[src/rtl/spi_pkg.sv]
// Shared constants for the SPI slave front-end: FSM encoding, mode-bit values
// and default word widths.
package spi_pkg;

    localparam int DEFAULT_CMD_W  = 2;
    localparam int DEFAULT_DATA_W = 8;

    localparam logic MODE_WRITE = 1'b0;
    localparam logic MODE_READ  = 1'b1;

    typedef enum logic [2:0] {
        IDLE      = 3'd0,
        CHK_CMD   = 3'd1,
        WRITE     = 3'd2,
        READ_ADD  = 3'd3,
        READ_DATA = 3'd4,
        TX_WAIT   = 3'd5,
        TX_SHIFT  = 3'd6,
        DONE      = 3'd7
    } state_t;

endpackage

[src/rtl/spi_shift_reg.sv]
// Parametrised-width shift register with parallel load and MSB-first shift.
// Load takes priority over shift.
module spi_shift_reg #(
    parameter int W = 8
) (
    input  logic         clk,
    input  logic         rst,
    input  logic         load,
    input  logic [W-1:0] load_data,
    input  logic         shift,
    input  logic         shift_in,
    output logic [W-1:0] q
);

    // NOTE: sequential state is written with <= only, so every flop samples pre-edge values.
    always_ff @(posedge clk or posedge rst) begin
        if (rst) begin
            q <= '0;
        end else if (load) begin
            q <= load_data;
        end else if (shift) begin
            q <= {q[W-2:0], shift_in};
        end
    end

endmodule

[src/rtl/spi_slave_ctrl.sv]
// SPI slave front-end: deserialises MOSI into command+data words for the RAM
// and serialises RAM read data back on MISO.
module spi_slave_ctrl
    import spi_pkg::*;
#(
    parameter int DATA_W = DEFAULT_DATA_W,
    parameter int CMD_W  = DEFAULT_CMD_W,
    parameter int RX_W   = CMD_W + DATA_W
) (
    input  logic              clk,
    input  logic              rst,
    input  logic              SS_n,
    input  logic              MOSI,
    input  logic [DATA_W-1:0] tx_data,
    input  logic              tx_valid,
    output logic [RX_W-1:0]   rx_data,
    output logic              rx_valid,
    output logic              MISO,
    output logic              frame_err,
    output logic              rd_pend
);

    localparam int CNT_W = $clog2(RX_W + 1);
    localparam logic [CNT_W-1:0] RX_LAST = CNT_W'(RX_W - 1);
    localparam logic [CNT_W-1:0] TX_LAST = CNT_W'(DATA_W - 1);

    state_t state, next_state;
    logic [CNT_W-1:0]  bit_cnt;
    logic [RX_W-2:0]   rx_q;
    logic [DATA_W-1:0] tx_q;

    logic rx_shift, rx_done, set_pend, clr_pend, abort;
    logic tx_load, tx_shift, cnt_clr;

    // The final received bit joins the word straight from MOSI, so the rx
    // register only holds the leading RX_W-1 bits.
    spi_shift_reg #(.W(RX_W - 1)) u_rx_shift (
        .clk       (clk),
        .rst       (rst),
        .load      (1'b0),
        .load_data ('0),
        .shift     (rx_shift),
        .shift_in  (MOSI),
        .q         (rx_q)
    );

    spi_shift_reg #(.W(DATA_W)) u_tx_shift (
        .clk       (clk),
        .rst       (rst),
        .load      (tx_load),
        .load_data (tx_data),
        .shift     (tx_shift),
        .shift_in  (1'b0),
        .q         (tx_q)
    );

    always_ff @(posedge clk or posedge rst) begin
        if (rst) begin
            state <= IDLE;
        end else begin
            state <= next_state;
        end
    end

    // NOTE: every output of this block is defaulted first so no path can infer a latch.
    always_comb begin
        next_state = state;
        rx_shift   = 1'b0;
        rx_done    = 1'b0;
        set_pend   = 1'b0;
        clr_pend   = 1'b0;
        abort      = 1'b0;
        tx_load    = 1'b0;
        tx_shift   = 1'b0;
        cnt_clr    = 1'b0;
        case (state)
            IDLE: begin
                cnt_clr = 1'b1;
                if (!SS_n) next_state = CHK_CMD;
            end
            CHK_CMD: begin
                cnt_clr = 1'b1;
                if (SS_n) begin
                    abort      = 1'b1;
                    next_state = IDLE;
                end else if (MOSI == MODE_WRITE) begin
                    next_state = WRITE;
                end else begin
                    next_state = rd_pend ? READ_DATA : READ_ADD;
                end
            end
            WRITE, READ_ADD, READ_DATA: begin
                // The last bit completes the frame even if SS_n rises on that edge.
                if (bit_cnt == RX_LAST) begin
                    rx_done  = 1'b1;
                    set_pend = (state == READ_ADD);
                    clr_pend = (state == READ_DATA);
                    if (SS_n)                    next_state = IDLE;
                    else if (state == READ_DATA) next_state = TX_WAIT;
                    else                         next_state = DONE;
                end else if (SS_n) begin
                    abort      = 1'b1;
                    next_state = IDLE;
                end else begin
                    rx_shift = 1'b1;
                end
            end
            TX_WAIT: begin
                cnt_clr = 1'b1;
                if (SS_n) begin
                    abort      = 1'b1;
                    next_state = IDLE;
                end else if (tx_valid) begin
                    tx_load    = 1'b1;
                    next_state = TX_SHIFT;
                end
            end
            TX_SHIFT: begin
                if (SS_n) begin
                    abort      = 1'b1;
                    next_state = IDLE;
                end else begin
                    tx_shift = 1'b1;
                    if (bit_cnt == TX_LAST) next_state = DONE;
                end
            end
            DONE: begin
                if (SS_n) next_state = IDLE;
            end
            default: next_state = IDLE;
        endcase
    end

    always_ff @(posedge clk or posedge rst) begin
        if (rst) begin
            bit_cnt   <= '0;
            rx_data   <= '0;
            rx_valid  <= 1'b0;
            MISO      <= 1'b0;
            frame_err <= 1'b0;
            rd_pend   <= 1'b0;
        end else begin
            if (cnt_clr) begin
                bit_cnt <= '0;
            end else if (rx_shift || tx_shift) begin
                bit_cnt <= bit_cnt + 1'b1;
            end
            if (rx_done) rx_data <= {rx_q, MOSI};
            rx_valid  <= rx_done;
            frame_err <= abort;
            // MISO is registered, so each bit appears one edge after it is shifted out.
            MISO      <= tx_shift ? tx_q[DATA_W-1] : 1'b0;
            if (set_pend) begin
                rd_pend <= 1'b1;
            end else if (clr_pend) begin
                rd_pend <= 1'b0;
            end
        end
    end

endmodule

[config.mk]
export PLATFORM = sky130hd
export DESIGN_NAME = spi_slave_ctrl
export DESIGN_NICKNAME = d
export VERILOG_FILES = /design/src/rtl/spi_pkg.sv /design/src/rtl/spi_shift_reg.sv /design/src/rtl/spi_slave_ctrl.sv
export SDC_FILE = /design/constraint.sdc
export NUM_CORES = 1
export LEC_CHECK = 0
export ABC_AREA = 0
export CAP_MARGIN = 20
export CORE_AREA = 3 3 65 67
export CTS_BUF_LIST = sky130_fd_sc_hd__clkbuf_16
export DETAILED_ROUTE_END_ITERATION = 8
export DIE_AREA = 0 0 68 70
export PLACE_DENSITY = 0.73
export SLEW_MARGIN = 20
export SYNTH_ARGS = -nofsm -noshare
export SYNTH_HDL_FRONTEND = slang
export SYNTH_SLANG_ARGS = --single-unit
[constraint.sdc]
create_clock -name clk -period 1.95 [get_ports clk]
set_input_delay 0.195 -clock clk [delete_from_list [all_inputs] [get_ports clk]]
set_output_delay 0.195 -clock clk [all_outputs]
set_load 0.005 [all_outputs]
# Word level (Yosys, flattened, before mapping)
# Index checks and enable logic that the tools add are counted.
# Widths: inputs -> output; s select.
[totals]
regBits = 38
input_bits = 13
wordCells = 68
[op_classes]
addsub = 1
eq_ne = 12
n_mux = 37
n_reduce_logical = 9
[ops]
columns = ["operator", "count"]
rows = [
  ["$mux 3", 11],
  ["$mux 1", 19],
  ["$pmux 3 s6", 1],
  ["$mux 8", 2],
  ["$eq 3x3->1 const B", 4],
  ["$reduce_or 3->1", 3],
  ["$mux 4", 2],
  ["$eq 3x2->1 const B", 2],
  ["$ne 3x3->1 const B", 2],
  ["$reduce_bool 2->1", 3],
  ["$add 4x1->4 const B", 1],
  ["$eq 4x3->1 const B", 1],
  ["$eq 4x4->1 const B", 1],
  ["$eq 3x1->1 const B", 1],
  ["$logic_not 3->1", 1],
  ["$reduce_and 3->1", 1],
  ["$mux 2", 1],
  ["$ne 2x2->1 const B", 1],
  ["$pmux 1 s2", 1],
  ["$logic_or 1x1->1", 1],
]

# Logic depth before layout (Yosys ltp)
[depth]
ltp_word = 6
mapped_depth = 8
mapped_depth_nobuf = 6

# Hierarchy
# Synthesis repeated with hierarchy kept, for this count alone.
[unflattened]
hier_cells = 169
hier_area_um2 = 1843.0
[modules_own_cells]
columns = ["module", "instances", "cells_per_inst", "area_per_inst_um2", "seq_area_each_um2"]
rows = [
  ["spi_slave_ctrl", 1, 94, 1031.0, 525.5],
  ["spi_shift_reg (u_rx_shift)", 1, 40, 435.4, 225.2],
  ["spi_shift_reg (u_tx_shift)", 1, 35, 376.6, 200.2],
]

# Worst setup path before layout
# Ideal clock, no wire load.
[synth_path]
path_type = "reg-to-reg"
start = "reg state[1]"
end = "reg u_rx_shift.q[0]"
arrival_time_ns = 1.684
t_required_ns = 1.825
slack_ns = 0.141
stages_incl_launch_ff = 6
path_buffers = 2
cell_sequence = "dfrtp_1 -> buf_6 -> or3b_4 -> a211oi_4 -> buf_6 -> mux2_2"
[synth_between]
elab_chain_len = 3
word_cells_on_any_way = 5
classes_between = "3 x eq/ne; 1 x mux; 1 x reduce/logical"
[synth_rtl]
columns = ["item", "line", "rtl"]
rows = [
  ["start, declared", "spi_slave_ctrl.sv:27", "state_t state, next_state;"],
  ["start signal, assigned", "spi_slave_ctrl.sv:61", "state <= next_state;"],
  ["$eq 3x2->1 / $eq 3x3->1 (equally long branches)", "spi_slave_ctrl.sv:76", "case (state)"],
  ["$reduce_or 3->1 *", "spi_slave_ctrl.sv:76", ""],
  ["$mux 1 *", "spi_slave_ctrl.sv:76", ""],
  ["end signal, assigned", "spi_shift_reg.sv:20", "q <= load_data;"],
  ["end signal, assigned", "spi_shift_reg.sv:22", "q <= {q[W-2:0], shift_in};"],
  ["end, declared", "spi_shift_reg.sv:12", "output logic [W-1:0] q"],
]
# Mark *: on every way between the ends. The rest lies on a longest branch, timed or not.
# A chain may end at the register's enable or synchronous reset.

# Worst setup path after layout
[layout_path]
start = "reg bit_cnt[1]"
end = "reg u_rx_shift.q[8]"
[layout_between]
elab_chain_len = 3
[layout_rtl]
columns = ["item", "line", "rtl"]
rows = [
  ["start, declared", "spi_slave_ctrl.sv:28", "logic [CNT_W-1:0] bit_cnt;"],
  ["start signal, assigned", "spi_slave_ctrl.sv:146", "bit_cnt <= bit_cnt + 1'b1;"],
  ["$eq 4x4->1", "spi_slave_ctrl.sv:94", "if (bit_cnt == RX_LAST) begin"],
  ["$mux 1", "spi_slave_ctrl.sv:94", ""],
  ["$mux 1", "spi_slave_ctrl.sv:76", ""],
]
# Every way passes these cells.

==> results_dict.tcl <==
set metrics [dict create \
    synth_top_area_cell "dfrtp_1" \
    fin_util 0.625 \
    core_sq_um 3690 \
    grt_pass1_vias 1314 \
    diodes 0 \
    routed_via_density 5.47 \
    synth_seq_cells 38 \
    die_h_microns 70 \
    vias 1269 \
    netlist.area_leader.share 0.538 \
    synth_edf_count 0 \
    areaGrowthSynthToFinish_pct 30.5 \
    start_util 0.479 \
    io_pins 27 \
    synth.distinct_cells 40 \
    drtPass1Iterations 4 \
    r2r-start "bit_cnt[1]" \
    clock_latency_ps 280 \
    path_class "flop to flop" \
    cp_data_arrival_time_ps 1980 \
    async_reset_ff_frac 1.00 \
    slew_headroom 0.687 \
    cp.required_ps 2110 \
    drc 0 \
    synth_cells 150 \
    critPathMaxFanout 9 \
    cts_tree "done" \
    fillCellCount 303 \
    worst_slew_pin_slew_ps 466 \
    design_area_sq_um 2310 \
    clock-sinks 38 \
    rows 22 \
    power_density_nw_per_um2 992 \
    cts_root_buf "clkbuf_16" \
    path_clk_slew_ps 60 \
    die-area_sq_um 4760 \
    layout-drive-gt1-share 0.255 \
    synth_area_leaders "dfrtp_1 54%, mux2_2 12%, o21ai_0 3.1%" \
    hold_viol_final 0 \
    fin_crit_ps 1820 \
    yosysMostFrequentCell "dfrtp_1" \
    worst_setup_path_end_kind "flop" \
    nets 198 \
    antenna_found_initial 0 \
    grt_max_degree 39 \
    antenna_left 0 \
    yosysSeqAreaShare 0.538 \
    tns_ps 0 \
    drt_iter0_drc 127 \
    start_kind "flop" \
    detail_route.wl_per_cell_microns 15.0 \
    outcome "finished clean" \
    grt_pass1_wl_microns 6200 \
    r2r_end "u_rx_shift.q[8]" \
    r2r_cells 6 \
    hold_path.class "input pin to async pin" \
    synth_nets 165 \
    clk_path_buf_depth 2 \
    min_period_over_period 0.931 \
    hold_buffers 0 \
    p_leak_nw 1.02 \
    fmax_ghz 0.551 \
    htree_num_levels 2 \
    synthesis.area_sq_um 1770 \
    dpl_cell_area_sq_um 2110 \
    ys_warn_count 0 \
    drv_slew 0 \
    io_buffer_count 26 \
    rsz0062_at_grt "false" \
    finalSetupViolations 0 \
    critPathLaunch "bit_cnt[1]" \
    ir_worst_vdd_uv 673 \
    rrSetupSlack_ps 130 \
    gp_congestion 0.785 \
    grt_util_all_layers 0.171 \
    grt_overflow 0 \
    synth_commonest_cells "38 x dfrtp_1, 19 x mux2_2, 11 x o21ai_0, 9 x nand2_1" \
    fp.dieW_microns 68 \
    skew_ps 3.11 \
    drt_wl_total_microns 3470 \
    syn_avg_cell_area_sq_um 11.8 \
    cap_violations 0 \
    cts_buffers 5 \
    dp_hpwl_microns 2370 \
    whs_ps 320 \
    ys.flop_type "dfrtp_1" \
]
==> report_power, final <==
part | total (mW) | internal, mW | switching [mW]
clock network | 1.04 | 0.734 | 0.306
logic | 0.269 | 0.158 | 0.111
registers | 0.978 | 0.904 | 0.0743
total | 2.29 | 1.80 | 0.492
==> what timing repair did <==
| action | CTS | global route |
|---|---|---|
| setup buffers | 0 | 0 |
| setup endpoints to repair | 0 | 9 |
| gates resized for setup | 0 | 1 |
==> cell usage in the layout (no fill, tap or decap), drive strengths merged, types with 3 or more instances in the layout <==
master	instances
inv	8
dfrtp	38
mux2	19
nand2	9
nand2b	3
buf	11
clkdlybuf4s50	26
clkbuf	5
mux2i	5
nand3	3
nor2	8
a21oi	4
o21ai	11
==> registers in the layout, summed over array words and instances (netlist names) <==
register	flops
frame_err	1
MISO	1
rx_data	10
state	3
u_rx_shift.q	9
u_tx_shift.q	8
rx_valid	1
rd_pend	1
bit_cnt	4
==> through the flow <==
step / setup slack, ps / power (mW) / std cells
6_report: 134 / 2.29 / 232
4_1_cts: 29.6 / 2.31 / 232
3_3_place_gp: 127 / 1.24 / 224
3_5_place_dp: 106 / 1.26 / 224
5_1_grt: 42.4 / 2.40 / 232
2_1_floorplan: 141 / 1.15 / 150
==> metal layers <==
metal,share of wire,track usage,up-vias
met5,0,0,-
met4,0.013,0.0596,0
met3,0.051,0.0531,5
met2,0.51,0.262,38
met1,0.42,0.225,619
li1,-,-,607
==> critical path, cell delays in order, from the launching register on <==
cell	delay, ps
dfrtp_1	380
inv_1	60
ha_1	170
and3b_2	280
a211oi_4	260
buf_4	210
mux2_2	340
==> layout make-up <==
class	count	area, sq um	area share
Clock buffer	5	125	0.0543
Tap cell	48	60.1	0.0260
Multi-Input combinational cell	93	728	0.316
Sequential cell	38	951	0.412
Timing Repair Buffer	37	343	0.149
Inverter	8	30.0	0.0130
Clock inverter	3	68.8	0.0298
==> worst max path at each step <==
stage,to,cells past startpoint
final,u_rx_shift.q[8],6
after global routing,u_rx_shift.q[2],6
after CTS,u_rx_shift.q[8],6
after detailed placement,u_rx_shift.q[8],6
after global placement,u_rx_shift.q[0],6
after floorplan,u_rx_shift.q[0],5
==> cells by family (layout without fill, tap and decap cells) <==
group,count (synthesis),count (layout),synth area share
compound gates,33,33,0.141
fa+ha+maj,2,2,0.0142
buf+inv,19,53,0.0538
flops,38,38,0.538
mux,24,24,0.149
simple gates,34,34,0.103
Note: power is estimated with default switching activity, not from simulation.
